File: src/rtl/ysyx_24100029_pkg.sv
// ysyx_24100029 shared definitions.
// CSR lanes, WBU state and the commit-entry bundle.
package ysyx_24100029_pkg;

  localparam int XLEN   = 32;
  localparam int CSR_N  = 4;
  localparam int RIDX_W = 5;

  localparam int CSR_MEPC    = 0;
  localparam int CSR_MCAUSE  = 1;
  localparam int CSR_MTVEC   = 2;
  localparam int CSR_MSTATUS = 3;

  typedef enum logic {
    WB_EMPTY = 1'b0,
    WB_FULL  = 1'b1
  } wb_state_e;

  typedef struct packed {
    logic [XLEN-1:0]   pc;
    logic [XLEN-1:0]   inst;
    logic              wen;
    logic [RIDX_W-1:0] rd;
    logic [XLEN-1:0]   wdata;
    logic [CSR_N-1:0]  csr_wen;
    logic [XLEN-1:0]   csrs;
    logic              jump;
  } wb_entry_t;

  function automatic logic [XLEN-1:0] wb_sel_wdata(
    input logic            mem_ren,
    input logic [XLEN-1:0] lsu_rdata,
    input logic [XLEN-1:0] ex_result
  );
    return mem_ren ? lsu_rdata : ex_result;
  endfunction

  function automatic logic wb_gpr_wen(
    input logic              r_wen,
    input logic [RIDX_W-1:0] rd
  );
    return r_wen & (rd != '0);
  endfunction

endpackage

File: src/rtl/ysyx_24100029_wbu.sv
// ysyx_24100029 write-back stage.
// One-entry commit register feeding GPR/CSR files and trace.
module ysyx_24100029_wbu
  import ysyx_24100029_pkg::*;
(
  input  logic        clock,
  input  logic        reset,
  input  logic        valid_last,
  output logic        ready_last,
  input  logic [31:0] pc,
  input  logic [31:0] inst,
  input  logic        R_wen,
  input  logic [4:0]  rd,
  input  logic        mem_ren,
  input  logic [31:0] LSU_Rdata,
  input  logic [31:0] Ex_result,
  input  logic [3:0]  csr_wen,
  input  logic [31:0] csrs,
  input  logic        jump_flag,
  input  logic        commit_ready,
  output logic        rf_wen,
  output logic [4:0]  rf_waddr,
  output logic [31:0] rf_wdata,
  output logic [3:0]  csr_we,
  output logic [31:0] csr_wdata,
  output logic        commit_valid,
  output logic [31:0] commit_pc,
  output logic [31:0] commit_inst,
  output logic        commit_jump,
  output logic        wb_busy,
  output logic [4:0]  wb_rd,
  output logic [31:0] wb_fwd_data,
  output logic [63:0] instret
);

  wb_state_e state_q, state_d;
  wb_entry_t entry_q, entry_d;
  logic [63:0] instret_q, instret_d;

  logic full;
  logic capture;
  logic commit;

  assign full    = (state_q == WB_FULL);
  assign commit  = full & commit_ready;
  assign capture = valid_last & ready_last;

  assign ready_last = ~full | commit_ready;

  always_comb begin
    state_d = state_q;
    unique case (state_q)
      WB_EMPTY: begin
        if (capture) state_d = WB_FULL;
      end
      WB_FULL: begin
        if (commit && !capture) state_d = WB_EMPTY;
      end
      default: state_d = WB_EMPTY;
    endcase
  end

  // Result mux and x0 filter resolve here so commit is a pure drain.
  always_comb begin
    entry_d = entry_q;
    if (capture) begin
      entry_d.pc      = pc;
      entry_d.inst    = inst;
      entry_d.wen     = wb_gpr_wen(R_wen, rd);
      entry_d.rd      = rd;
      entry_d.wdata   = wb_sel_wdata(mem_ren, LSU_Rdata,
                                     Ex_result);
      entry_d.csr_wen = csr_wen;
      entry_d.csrs    = csrs;
      entry_d.jump    = jump_flag;
    end
  end

  always_comb begin
    instret_d = instret_q;
    if (commit) instret_d = instret_q + 64'd1;
  end

  always_ff @(posedge clock or negedge reset) begin
    if (!reset) begin
      state_q   <= WB_EMPTY;
      entry_q   <= '0;
      instret_q <= '0;
    end else begin
      state_q   <= state_d;
      entry_q   <= entry_d;
      instret_q <= instret_d;
    end
  end

  assign rf_wen       = commit & entry_q.wen;
  assign rf_waddr     = entry_q.rd;
  assign rf_wdata     = entry_q.wdata;
  assign csr_we       = commit ? entry_q.csr_wen
                               : {CSR_N{1'b0}};
  assign csr_wdata    = entry_q.csrs;
  assign commit_valid = commit;
  assign commit_pc    = entry_q.pc;
  assign commit_inst  = entry_q.inst;
  assign commit_jump  = commit & entry_q.jump;

  assign wb_busy     = full;
  assign wb_rd       = (full & entry_q.wen) ? entry_q.rd
                                            : 5'd0;
  assign wb_fwd_data = entry_q.wdata;
  assign instret     = instret_q;

endmodule

File: config.mk
export PLATFORM = sky130hd
export DESIGN_NAME = ysyx_24100029_wbu
export DESIGN_NICKNAME = d
export VERILOG_FILES = /design/src/rtl/ysyx_24100029_pkg.sv /design/src/rtl/ysyx_24100029_wbu.sv
export SDC_FILE = /design/constraint.sdc
export NUM_CORES = 1
export LEC_CHECK = 0
export ABC_AREA = 1
export BUFFER_PORTS_ARGS = -buffer_cell sky130_fd_sc_hd__buf_4
export CAP_MARGIN = 20
export CORE_MARGIN = 4
export CORE_UTILIZATION = 45
export DETAILED_ROUTE_END_ITERATION = 12
export PLACE_DENSITY = 0.78
export REMOVE_ABC_BUFFERS = 1
export SYNTH_ARGS = -nofsm -noshare
export SYNTH_HDL_FRONTEND = slang
export SYNTH_SLANG_ARGS = --single-unit
File: constraint.sdc
create_clock -name clock -period 1.4 [get_ports clock]
set_input_delay 0.14 -clock clock [delete_from_list [all_inputs] [get_ports clock]]
set_output_delay 0.14 -clock clock [all_outputs]
set_load 0.02 [all_outputs]
Word level (Yosys, flattened, before mapping)
Index checks and enable logic that the tools add are counted.
Widths: inputs -> output; s select.

word-level totals
  register bits = 204
  input port bits = 176
  word-level logic and storage cells = 28

cells by class
  $add $sub $neg = 1
  multiplexer cells = 6
  bitwise logic cells = 8
  reduce and logical (&&, ||, !) cells = 3

operator list
  kind                   number
  $add 64x1->64 const B  1
  $mux 32                1
  $and 1x1->1            6
  $mux 5                 1
  $reduce_bool 5->1      1
  $mux 4                 1
  $mux 1                 2
  $pmux 1 s2             1
  $logic_and 1x1->1      1
  $logic_not 1->1        1
  $not 1->1              1
  $or 1x1->1             1

Logic depth before layout (Yosys ltp)
Gate-level depths: netlist of the first run.

  word-level depth = 7
  gate-level depth with buffers = 10

Worst setup path before layout of the first run
No wires, ideal clock.

  path kind = register to register
  start point = register instret_q[1] (netlist: instret[1])
  end point = register instret_q[28] (netlist: instret[28])
  arrival time = 1579 ps
  required time = 1269 ps
  path slack = -310 ps
  cell stages (with the launch flop) = 10
  buffers on the path = 0
  clock period less this slack = 1710 ps
  path through = dfrtp_1 -> ha_1 -> nand2_1 -> nor2_2 -> nand2_4 -> nor2_8 -> nand2_4 -> nor2_4 -> nand2_2 -> xnor2_2

on the way
  cells in the longest elaborated chain, start to end = 1

ends and longest elaborated chain
  item                    RTL line                 text
  start, declared         ysyx_24100029_wbu.sv:38  logic [63:0] instret_q, instret_d;
  start signal, assigned  ysyx_24100029_wbu.sv:92  instret_q <= instret_d;
  $add 64x1->64           ysyx_24100029_wbu.sv:81  if (commit) instret_d = instret_q + 64'd1;

Every way passes these cells.
A chain may end at the register's enable or synchronous reset.

Worst setup path after layout of the first run
  start point = register instret_q[27] (netlist: instret[27])
  end point = register instret_q[50] (netlist: instret[50])

Same word-level chain as after synthesis.

==> results by stage, run 1 <==
Clocking:
- Clock latency on the worst-skew pair, taken at its later pin, is ~0.53 ns.
- The clock transition at the registers of the reported paths is around 0.06 ns.
- CTS saw 204 sinks.
- The buffer type at the clock tree root is clkbuf_16.
- The CTS tree is done.
- The number of buffers on the longest clock path is 3.
- The total CTS buffers is 24.
- The maximum level of the CTS H-tree is 1.

Yosys:
- In this run, synthesis inferred 0 flip-flops with an integrated enable.
- The fraction of post-synthesis cell area in the top cell type by area is 47.8%.
- The mapped netlist covers 10700 µm².
- The cell taking the most area after synthesis is dfrtp_1.
- In the synthesized netlist the async set-or-reset flop fraction comes to 100%.
- The count of mapped cells out of synthesis is 1326.
- After synthesis, the netlist uses 32 different library cells.
- Yosys attributes the largest share of cell area to dfrtp_1 (48%), nand2_1 (17%), buf_4 (12%), o21ai_0 (3.6%), inv_1 (3.5%).
- The cell with the most instances after synthesis is nand2_1.
- The total of warnings raised by yosys is 0.
- Averaged over all synthesized cells, the footprint is 8.05 µm².
- The commonest register cell after synthesis is dfrtp_1.
- The synthesized design contains 204 register bits.
- By count the netlist is led by nand2_1 (485), dfrtp_1 (204), buf_4 (167).
- Sequential elements use 47.8% of the synthesized area.

Critical path:
- The critical path startpoint category is a register.
- The critical path contains buffers and inverters numbering 0 combined.
- The slowest cell on the critical path is dfrtp_1.
- For the worst setup path, the data arrival time is around 2.2 ns.
- Counting cells, the worst reg-to-reg path comes to 7.
- Walking the worst path, the cells encountered are nand2_1, nor2_1, nand3_1, nor2_2, and2_4, nand2_2, xor2_1.
- The worst setup path category is register to register.
- Counting buffers and inverters, the worst setup path is 7 cells deep.
- The critical path ends at instret[50].
- The nature of the critical path endpoint is a register.
- The cell type group with the largest total delay on the critical path is simple AND/OR/NAND/NOR gates.
- The endpoint identified for the worst register-to-register timing path is instret[50].
- The worst endpoint required time is 1.81 ns.
- On the worst path, the slowest cell contributes a delay of 0.39 ns.
- The critical-path maximum fanout is 3.
- The critical register-to-register path startpoint is instret[27].
- The launching element of the worst setup path is instret[27].
- The slack of the worst reg-to-reg path is -0.36 ns.

Placed design:
- The placed cell count is a little over 2000.
- Buffers placed on the I/O ports in this run total 418.
- The final HPWL from detailed placement is 27.2 mm.
- The congestion estimate from routability-driven global placement came to 0.979.

Route:
- The total number of vias is 12400.
- The detailed-router iteration count before antenna repair is 5.
- The via density per instance is 5.40.
- The routed design has ~50 mm of wire.
- After detailed routing, the average wire length per cell comes to between 20 and 25 µm.
- In the routed design, unresolved DRC markers number 0.
- The initial DRC count is 1330.
- The detail route stage leaves a number of antenna-violating nets equal to 0.

Die:
- The initialized floorplan defines 56 standard-cell rows.
- The core area is ~23000 µm².
- The total I/O pin count is 419.
- The starting density of the core is 45.6%.
- The die area is between 20000 and 30000 µm².
- The vertical die dimension is 162 µm.
- In this run the horizontal extent of the chip is 162 µm.

Final layout:
- The share of cells above drive strength 1 is 43.0%.
- The sequential cells in the finished layout cover a total of between 5000 and 6000 µm².
- The number of cells in the finished layout apart from fillers is 2288.
- The area growth from synthesis to layout is 72.0%.
- The number of nets in the final layout is about 2100.
- After filler insertion, the fill cell instance count of the layout stands at about 1300.
- The area occupied by multi-input gates is roughly 4500 µm².

Pwr:
- For this design the static power due to leakage is around 9.6 nW.
- Power spread over the standard cell area amounts to 1070 nW/µm².
- VDD sags by at most 0.000737 V.
- The design draws 19.6 mW.

Timing:
- Once routing completed, OpenROAD measured the worst setup slack at -0.356 ns.
- The number of hold violations in the final report came to 0.
- The max-slew violation total from the final report is 0.
- The minimum hold slack is 0.0484 ns.
- The shortest clock period the worst path allows after layout is 1.76 ns.
- The pin slew with the least headroom to its limit is 0.503 ns.
- Setup repair after global routing could not meet its margin everywhere.
- Static timing analysis puts the maximum clock frequency at roughly 570 MHz.
- The post-route clock period utilization is 125%.
- The setup-violating endpoint count in the final report is 210.
- After routing, the total negative slack on setup checks comes to -28.35 ns.
- The relative slew slack is about 66%.
- Between clock sinks in the finished design, the worst skew comes to 0.0196 ns.

Flow run:
- The total of max-cap violations is 0.

Global route:
- Summed over all layers, the global routing overflow is 0.
- Entering global routing, the biggest net connects 86 pins.
- The first global-routing pass estimated 66.2 mm of wire.
- The number of global-route vias before repair was about 12000.
- The initial antenna violation count is 3.
- The global-route usage over all layers is roughly a third.

Worst hold path:
- The number of stages on the worst hold path is 5.
- The worst hold path belongs to the class input pin to register.

Outcome:
- The final reports fail on setup timing.
- The run finished, with violations left.
==> placed cells by master, fill, tap and decap left out, types with 2 or more instances in the layout <==
| master | n |
|---|---|
| diode_2 | 3 |
| clkbuf_1 | 4 |
| nor2_1 | 46 |
| nand3_1 | 20 |
| buf_12 | 9 |
| buf_6 | 74 |
| o21ai_0 | 55 |
| nand4_1 | 16 |
| nand3_2 | 10 |
| nor3_1 | 7 |
| nor3_4 | 2 |
| nand2_2 | 35 |
| dfrtp_2 | 6 |
| dfrtp_1 | 198 |
| inv_2 | 3 |
| xnor2_1 | 12 |
| dlygate4sd3_1 | 166 |
| nor2_4 | 32 |
| xor2_2 | 3 |
| nand3b_1 | 3 |
| nand2_1 | 453 |
| buf_16 | 4 |
| nand3_4 | 10 |
| clkbuf_8 | 8 |
| bufinv_16 | 2 |
| xor2_1 | 26 |
| xnor2_2 | 10 |
| inv_1 | 99 |
| o21ai_1 | 13 |
| clkbuf_16 | 37 |
| buf_4 | 531 |
| nor2_2 | 29 |
| clkinv_2 | 4 |
| nor3_2 | 7 |
| nand2_4 | 9 |
| nand2_8 | 3 |
| o21ai_2 | 9 |
| nor2_8 | 2 |
==> worst reg2reg max path, stage by stage (launching register included) <==
cell	delay, ns
dfrtp_1	0.39
nand2_1	0.15
nor2_1	0.28
nand3_1	0.18
nor2_2	0.22
and2_4	0.21
nand2_2	0.06
xor2_1	0.15
==> worst min-delay path by stage <==
stage                        startpoint              to  slack (ns)
after floorplan                   reset  commit_inst[0]       -0.16
after global placement            reset     instret[63]        0.13
final                     LSU_Rdata[15]    rf_wdata[15]        0.05
after CTS                  LSU_Rdata[7]     rf_wdata[7]       0.003
after detailed placement          reset     instret[63]        0.14
after global routing       LSU_Rdata[7]     rf_wdata[7]        0.05
==> cells by family after synthesis <==
| kind of cell | synth area share, % |
|---|---|
| AOI/OAI and AO/OA | 3.68 |
| xor gates and xnor gates | 4.33 |
| adders and majority gates | 0.117 |
| buffers and inverters | 16.9 |
| DFF | 47.8 |
| and+or+nand+nor | 27.2 |
==> layout make-up <==
type / count / share of cell area, %
Inverter: 103 / 2.25
Sequential cell: 204 / 27.8
Clock buffer: 36 / 4.01
Clock inverter: 8 / 0.525
Multi-Input combinational cell: 817 / 24.5
Antenna cell: 3 / 0.0409
Timing Repair inverter: 1 / 0.0613
Tap cell: 319 / 2.17
Timing Repair Buffer: 797 / 38.6
==> timing repair <==
item,4_1_cts,5_1_grt
endpoints found under the setup margin,76,219
resized for setup,108,173
setup buffers,19,28
endpoints found under the hold margin,242,0
pin swaps,47,50
hold buffers,166,0
gates cloned,0,19
==> metal layers <==
| layer | vias to the layer above | GRT usage [%] | wire length [µm] | share of wire (%) |
|---|---|---|---|---|
| met1 | 5829 | 37.5 | 17300 | 34 |
| li1 | 5152 | - | - | - |
| met5 | - | 0 | 0 | 0 |
| met4 | 0 | 15.2 | 3990 | 7.9 |
| met3 | 359 | 6.52 | 5010 | 9.9 |
| met2 | 1022 | 54.9 | 24100 | 48 |
==> report_power, final <==
part | switching, mW | internal [mW]
combinational | 3.09 | 2.67
sequential | 0.633 | 6.54
clock | 2.71 | 4.00
total | 6.43 | 13.2
==> registers in the layout, summed over array words and instances (netlist names) <==
| signal | count |
|---|---|
| commit_inst | 32 |
| commit_pc | 32 |
| csr_wdata | 32 |
| entry_q | 6 |
| instret | 64 |
| rf_waddr | 5 |
| rf_wdata | 32 |
| wb_busy | 1 |
==> metrics by stage <==
step           instance area [µm²]  utilization (%)  worst slack, ns
2_1_floorplan                 9260                -            -3.80
3_3_place_gp                 14100             60.2           -0.199
3_5_place_dp                 14100             60.2           -0.268
4_1_cts                      17100             73.1           -0.239
5_1_grt                      18400             78.5           -0.449
6_report                     18400             78.5           -0.356
No activity file was read; power rests on OpenSTA's default activity.
==> run 2: changes to the inputs <==
--- a/config.mk
+++ b/config.mk
@@ -8,11 +8,12 @@
 export ABC_AREA = 1
 export BUFFER_PORTS_ARGS = -buffer_cell sky130_fd_sc_hd__buf_4
 export CAP_MARGIN = 20
-export CORE_MARGIN = 4
-export CORE_UTILIZATION = 45
+export CORE_AREA = 2 2 162 164
 export DETAILED_ROUTE_END_ITERATION = 12
-export PLACE_DENSITY = 0.78
+export DIE_AREA = 0 0 164 166
+export PLACE_DENSITY = 0.73
 export REMOVE_ABC_BUFFERS = 1
+export SKIP_CTS_REPAIR_TIMING = 1
 export SYNTH_ARGS = -nofsm -noshare
 export SYNTH_HDL_FRONTEND = slang
 export SYNTH_SLANG_ARGS = --single-unit
==> results by stage, run 2 (same netlist as run 1, synthesis figures left out) <==
Flow run:
- The total of max-cap violations is 0 (unchanged).

Clocking:
- The total number of clock tree sinks is 204 (unchanged).
- The worst-skew pair later-pin latency is 0.52 ns (about the same).
- The clock transition at the registers of the reported paths came to 0.06 ns (about the same).
- The number of buffers on the longest clock path is 3 (unchanged).
- The total CTS buffers came to 24 (unchanged).
- TritonCTS built the clock tree.
- The maximum level of the CTS H-tree was 1 (unchanged).
- CTS placed an instance of clkbuf_16 at the clock tree root.

Outcome:
- The run finished, with violations left.
- The final reports fail on hold timing, setup timing.

Worst hold path:
- The worst-case hold path end point is rf_wdata[10].
- The kind of path behind the tightest hold check is input pin to register.
- The startpoint identified for the worst hold timing path is LSU_Rdata[10].
- The number of stages on the worst hold path is 5 (unchanged).

Final layout:
- The core occupancy in the finished layout is 69.2% (-9.2 points).
- The number of nets in the final layout is 2076 (-2.3%).
- The sequential cell area is 5110 µm² (about the same).
- Compared with the post-synthesis result, the final layout area differs by 66.2%.
- The number of flip-flops in the largest register was 64 (unchanged).
- The most common library cell in the layout ignoring fill and taps is buf_4.
- The area occupied by multi-input gates was 4460 µm² (-0.83%).
- The total inserted antenna cells is 0 (-3).
- In the layout the commonest cells are buf_4 (501), nand2_1 (454), dfrtp_1 (199).
- The count of fill cells added during filler insertion is 1738 (+38%).
- The share of cells above drive strength 1 is 42.5% (-0.52 points).

Route:
- The average wire per standard cell is 18.0 µm (-18%).
- The total number of vias came to 11100 (-10%).
- The via density per instance was 4.94 (-8.5%).
- The total DRC errors in the routed layout was 0 (unchanged).
- The number of nets with antenna violations after routing is 0 (unchanged).
- The sum of routed wire length over all layers is 40.6 mm (-19%).
- The detailed-router iteration count before antenna repair is 6 (+1).
- The initial DRC count is 674 (-49%).

Die:
- The total I/O pin count is 419 (unchanged).
- The floorplan row count came to 59 (+5.4%).
- The die extent in x is 164 µm (+1.2%).
- The die area was 27200 µm² (+3.7%).
- The core area came to 25600 µm² (+9.5%).
- The starting density of the core is 41.7% (-3.9 points).
- The vertical die dimension came to 166 µm (+2.5%).

Critical path:
- The worst setup path category is register to primary output.
- The stage delay of the slowest cell on the critical path is 0.38 ns (about the same).
- The worst register-to-register path ends at instret[58].
- The critical-path maximum fanout is 5 (+2).
- The slack of the worst reg-to-reg path is -0.26 ns (+0.10 ns).
- The cell repeated most along the worst path is buf_12.
- The number of buffers and inverters on the critical path was 3 (+3).
- The number of cells traversed by the worst register-to-register path came to 7 (unchanged).
- The worst setup path is launched from a register.
- Tracing the worst setup path back leads to its startpoint at wb_busy.
- The endpoint arrival time on the critical path is 1.53 ns (-0.63 ns).
- The slowest cell on the critical path is dfrtp_1.
- The critical register-to-register path startpoint is instret[31].
- The critical path goes through nand2_4, buf_12, buf_12, nor2_4, buf_6.
- The worst endpoint required time is 1.26 ns (-0.55 ns).
- The cell type group with the largest total delay on the critical path is buffers and inverters.
- The worst setup path is captured at a primary output.

Timing:
- The shortest clock period the worst path allows after layout is 1.67 ns (-0.0897 ns).
- The max-slew violation total from the final report came to 0 (unchanged).
- The post-route clock period utilization is 119% (-6.4 points).
- The relative slew slack is 76.8% (+10 points).
- The worst clock skew is 0.0248 ns (+0.00514 ns).
- The worst-case setup margin in the final layout was -0.267 ns (+0.0897 ns).
- Setup repair after global routing could not meet its margin everywhere.
- The setup-violating endpoint count in the final report came to 79 (-62%).
- The number of hold violations in the final report is 10 (+10).
- The minimum hold slack came to -0.0192 ns (-0.0676 ns).
- The sum of negative setup slack was -11.08 ns (+17.27 ns).
- The pin slew with the least headroom to its limit is 0.348 ns (-0.155 ns).
- The timing-limited maximum frequency is 600 MHz (+5.4%).

Global route:
- The leftover overflow at the end of global routing was 0 (unchanged).
- The global-route usage over all layers is 23.7% (-7.9 points).
- The number of global-route vias before repair came to 9807 (-19%).
- The initial antenna violation count is 0 (-3).
- The global-route wire length before repair is 51.5 mm (-22%).
- The pin count of the biggest net entering global routing is 49 (-43%).

Placed design:
- The placement-stage worst setup slack is -0.268 ns (+0.000417 ns).
- The total of buffers placed on input and output ports is 418 (unchanged).
- The final HPWL from detailed placement is 25.5 mm (-6.4%).
- The final weighted congestion in routability-driven placement is 0.998 (+1.9%).

Pwr:
- The leakage power of the design came to 9.23 nW (-3.6%).
- The peak supply drop is 0.000847 V (+15%).
- The total power density per cell area is 1050 nW/µm² (-1.8%).
-- run 2: cell types whose count changed in the layout (fill, tap and decap cells not counted), sizes merged, moves of 3 or more --
cell and change:
buf -17, clkbuf -5, clkinv -3, diode -3, dlygate4sd3 -21
-- run 2: where the power goes --
| part | switching [mW] | internal, mW |
|---|---|---|
| clock network | 2.55 | 3.83 |
| registers | 0.548 | 6.54 |
| logic | 2.74 | 2.43 |
-- run 2: how the worst max path moves through the flow --
stage / cells after the start / slack [ns] / end
global route: 10 / -0.36 / instret[47]
CTS: 4 / -0.47 / commit_valid
global placement: 9 / -0.20 / instret[61]
finish: 5 / -0.27 / csr_we[0]
floorplan: 4 / -3.80 / entry_q[0]
detailed placement: 9 / -0.27 / instret[48]
-- run 2: tightest hold or removal path, delay by kind of cell --
family          cells  cell delay, ns
compound gates      2            0.12
buf+inv             2            0.15
simple gates        1            0.04
-- run 2: metrics by stage --
stage | instance area, µm² | instances | power, mW | hold WS (ns)
2_1_floorplan | 9260 | 1123 | 8.88 | -0.156
3_3_place_gp | 14200 | 2037 | 11.3 | 0.0846
3_5_place_dp | 14200 | 2037 | 11.4 | 0.0860
4_1_cts | 15000 | 2081 | 17.8 | -0.468
5_1_grt | 17700 | 2252 | 19.4 | -0.00647
6_report | 17700 | 2252 | 18.6 | -0.0192
-- run 2: layer usage --
metal  vias up  GRT usage, %  wire length, µm
met1      5378          29.3            14900
met5         -             0                0
met3       135          5.19             2940
met2       557          40.6            21000
met4         0          8.39             1740
li1       5061             -                -
-- run 2: layout make-up --
type,instances,area share [%]
Tap cell,335,2.36
Clock buffer,40,4.24
Multi-Input combinational cell,816,25.2
Inverter,103,2.22
Sequential cell,204,28.8
Clock inverter,4,0.275
Timing Repair Buffer,750,36.9
==> run 3: changes to the inputs <==
--- a/config.mk
+++ b/config.mk
@@ -8,10 +8,11 @@
 export ABC_AREA = 1
 export BUFFER_PORTS_ARGS = -buffer_cell sky130_fd_sc_hd__buf_4
 export CAP_MARGIN = 20
-export CORE_AREA = 2 2 162 164
+export CORE_AREA = 2 2 165 167
+export CTS_BUF_LIST = sky130_fd_sc_hd__clkbuf_8
 export DETAILED_ROUTE_END_ITERATION = 12
-export DIE_AREA = 0 0 164 166
-export PLACE_DENSITY = 0.73
+export DIE_AREA = 0 0 167 169
+export PLACE_DENSITY = 0.71
 export REMOVE_ABC_BUFFERS = 1
 export SKIP_CTS_REPAIR_TIMING = 1
 export SYNTH_ARGS = -nofsm -noshare
==> results by stage, run 3 (same netlist as run 1, synthesis figures left out) <==
Outcome:
- The run finished, with violations left.
- The checks that failed: hold timing, setup timing.

Timing:
- The pin slew with the least headroom to its limit is 0.496 ns (+0.148 ns).
- The worst-case setup margin in the final layout was -0.221 ns (+0.0458 ns).
- The setup-violating endpoint count in the final report was 74 (-6.3%).
- The post-route clock period utilization is 116% (-3.3 points).
- The shortest clock period the worst path allows after layout is 1.62 ns (-0.0458 ns).
- The relative slew slack is 66.9% (-9.9 points).
- The worst clock skew is 0.0285 ns (+0.00378 ns).
- The timing-limited maximum frequency came to 617 MHz (+2.8%).
- The max-slew violation total from the final report came to 0 (unchanged).
- The minimum hold slack came to -0.0229 ns (-0.00361 ns).
- The number of hold violations in the final report was 8 (-2).
- Setup repair after global routing could not meet its margin everywhere.

Critical path:
- The stage delay of the slowest cell on the critical path is 0.35 ns (-0.03 ns).
- The critical-path maximum fanout is 4 (-1).
- The worst setup path is captured at a register.
- The endpoint arrival time on the critical path is 2.03 ns (+0.50 ns).
- The worst setup path is launched from a register.
- The slowest cell on the critical path is dfrtp_1.
- The worst setup path category is register to register.
- The number of buffers and inverters on the critical path is 0 (-3).
- In this design, the largest share of critical-path delay is due to simple AND/OR/NAND/NOR gates.
- The slack of the worst reg-to-reg path is -0.22 ns (+0.04 ns).
- The worst endpoint required time was 1.81 ns (+0.55 ns).
- Traced cell by cell, the critical path runs through ha_2, nand2_4, nor2_4, nand2_4, nor2_8, nand2_4, nor2_4, nand2_2, xnor2_2.
- The cell repeated most along the worst path is nand2_4.

Global route:
- The global-route wire length before repair is 51.4 mm (-0.16%).
- The number of global-route vias before repair was 9773 (-0.35%).
- The initial antenna violation count is 1 (+1).
- The pin count of the biggest net entering global routing is 46 (-6.1%).
- The leftover overflow at the end of global routing is 0 (unchanged).
- The global-route usage over all layers came to 22.7% (-0.96 points).

Final layout:
- The count of fill cells added during filler insertion was 1912 (+10%).
- The number of nets in the final layout is 2105 (+1.4%).
- The number of flip-flops in the largest register is 64 (unchanged).
- The area overhead of the layout relative to synthesis is 64.7%.
- The total inserted antenna cells is 0 (unchanged).
- The number of cells in the finished layout apart from fillers was 2294 (+1.9%).
- Leaving out fill and tap cells, the most frequent cells in the layout are buf_4 (522), nand2_1 (470), dfrtp_1 (195).
- The final cell area excluding filler cells was 17600 µm² (-0.86%).
- Leaving out fill and tap cells, the most frequent cell in the layout is buf_4.
- The share of cells above drive strength 1 came to 41.2% (-1.3 points).

Die:
- The floorplan row count was 60 (+1.7%).
- The vertical die dimension is 169 µm (+1.8%).
- The die area is 28200 µm² (+3.7%).
- The starting density of the core came to 40.3% (-1.4 points).
- The die extent in x is 167 µm (+1.8%).
- The total I/O pin count is 419 (unchanged).
- The core area is 26500 µm² (+3.5%).

Route:
- The detailed-router iteration count before antenna repair is 5 (-1).
- The sum of routed wire length over all layers is 39.6 mm (-2.5%).
- The total DRC errors in the routed layout is 0 (unchanged).
- The average wire per standard cell is 17.2 µm (-4.3%).
- The number of nets with antenna violations after routing is 0 (unchanged).
- The initial DRC count is 671 (-0.45%).
- The via density per instance was 4.82 (-2.5%).
- The total number of vias is 11100 (-0.69%).

Clocking:
- The total CTS buffers was 38 (+58%).
- The maximum level of the CTS H-tree was 2 (+1).
- TritonCTS built the clock tree.
- The total number of clock tree sinks is 204 (unchanged).
- CTS placed an instance of clkbuf_8 at the clock tree root.
- The number of buffers on the longest clock path is 3 (unchanged).
- The clock transition at the registers of the reported paths is 0.06 ns (about the same).
- The worst-skew pair later-pin latency is 0.53 ns (about the same).

Pwr:
- The total power density per cell area came to 1020 nW/µm² (-2.6%).
- The leakage power of the design is 9.25 nW (+0.19%).
- The peak supply drop is 0.000889 V (+5.0%).

Placed design:
- The final HPWL from detailed placement is 25.6 mm (+0.54%).
- The total of buffers placed on input and output ports is 418 (unchanged).
- The placement-stage worst setup slack is -0.269 ns (-0.00103 ns).
- The final weighted congestion in routability-driven placement came to 0.947 (-5.0%).
- The placed cell count is 2046 (+0.44%).
- The post-place instance area is 14200 µm² (+0.57%).

Worst hold path:
- The kind of path behind the tightest hold check is input pin to register.

Flow run:
- The total of max-cap violations is 0 (unchanged).
run 3: changes by cell type in the layout (fill, tap and decap cells not counted), moves of 9 or more:
cell,change
buf_4,+21
nand2_2,-13
nor2_1,+9
buf_6,-21
inv_1,+12
clkbuf_16,-23
clkbuf_8,+42
nand2_1,+16
dlygate4sd3_1,+11
run 3: path summary, 6_finish.rpt:
check	depth (start not counted)	startpoint	end
max	9	instret[1]	instret[28]
min	5	LSU_Rdata[3]	rf_wdata[3]
max reg2reg	9	instret[1]	instret[28]
min reg2reg	2	csr_wdata[4]	csr_wdata[4]
max in group asynchronous	3	reset	commit_inst[24]
min in group asynchronous	2	reset	instret[63]
run 3: metrics by stage:
step / setup TNS (ns) / total power [mW] / utilization [%]
after global routing: -17.93 / 18.7 / 66.4
after CTS: -13.33 / 17.2 / 56.5
after global placement: -5.04 / 11.4 / 53.7
after detailed placement: -7.47 / 11.5 / 53.7
after floorplan: -472.09 / 8.88 / -
final: -7.97 / 18.0 / 66.4
run 3: power by group:
part / leakage [nW] / total [mW] / internal (mW) / switching, mW
Sequential: 2.55 / 7.06 / 6.54 / 0.523
Combinational: 6.27 / 5.17 / 2.41 / 2.75
Clock: 0.430 / 5.76 / 3.14 / 2.62
run 3: layer usage:
| metal | up-vias | GRT usage, % | routed length [µm] | share of wire [%] |
|---|---|---|---|---|
| li1 | 5116 | - | - | - |
| met1 | 5256 | 27.9 | 15100 | 38 |
| met2 | 559 | 38.7 | 20000 | 51 |
| met3 | 121 | 5.87 | 2970 | 7.5 |
| met4 | 2 | 8.51 | 1440 | 3.6 |
| met5 | - | 0 | 8 | 0.020 |
run 3: worst min-delay path, stage by stage:
cell and delay [ns]:
buf_4 0.10, inv_1 0.04, nand2_1 0.04, o21ai_0 0.05
o21ai_0 0.07
run 3: area by class of cell:
class / count / area (µm²) / share of cell area [%]
Clock buffer: 49 / 674 / 3.84
Clock inverter: 16 / 75.1 / 0.427
Inverter: 103 / 399 / 2.27
Multi-Input combinational cell: 816 / 4230 / 24.1
Sequential cell: 204 / 5120 / 29.1
Tap cell: 341 / 427 / 2.43
Timing Repair Buffer: 765 / 6660 / 37.9
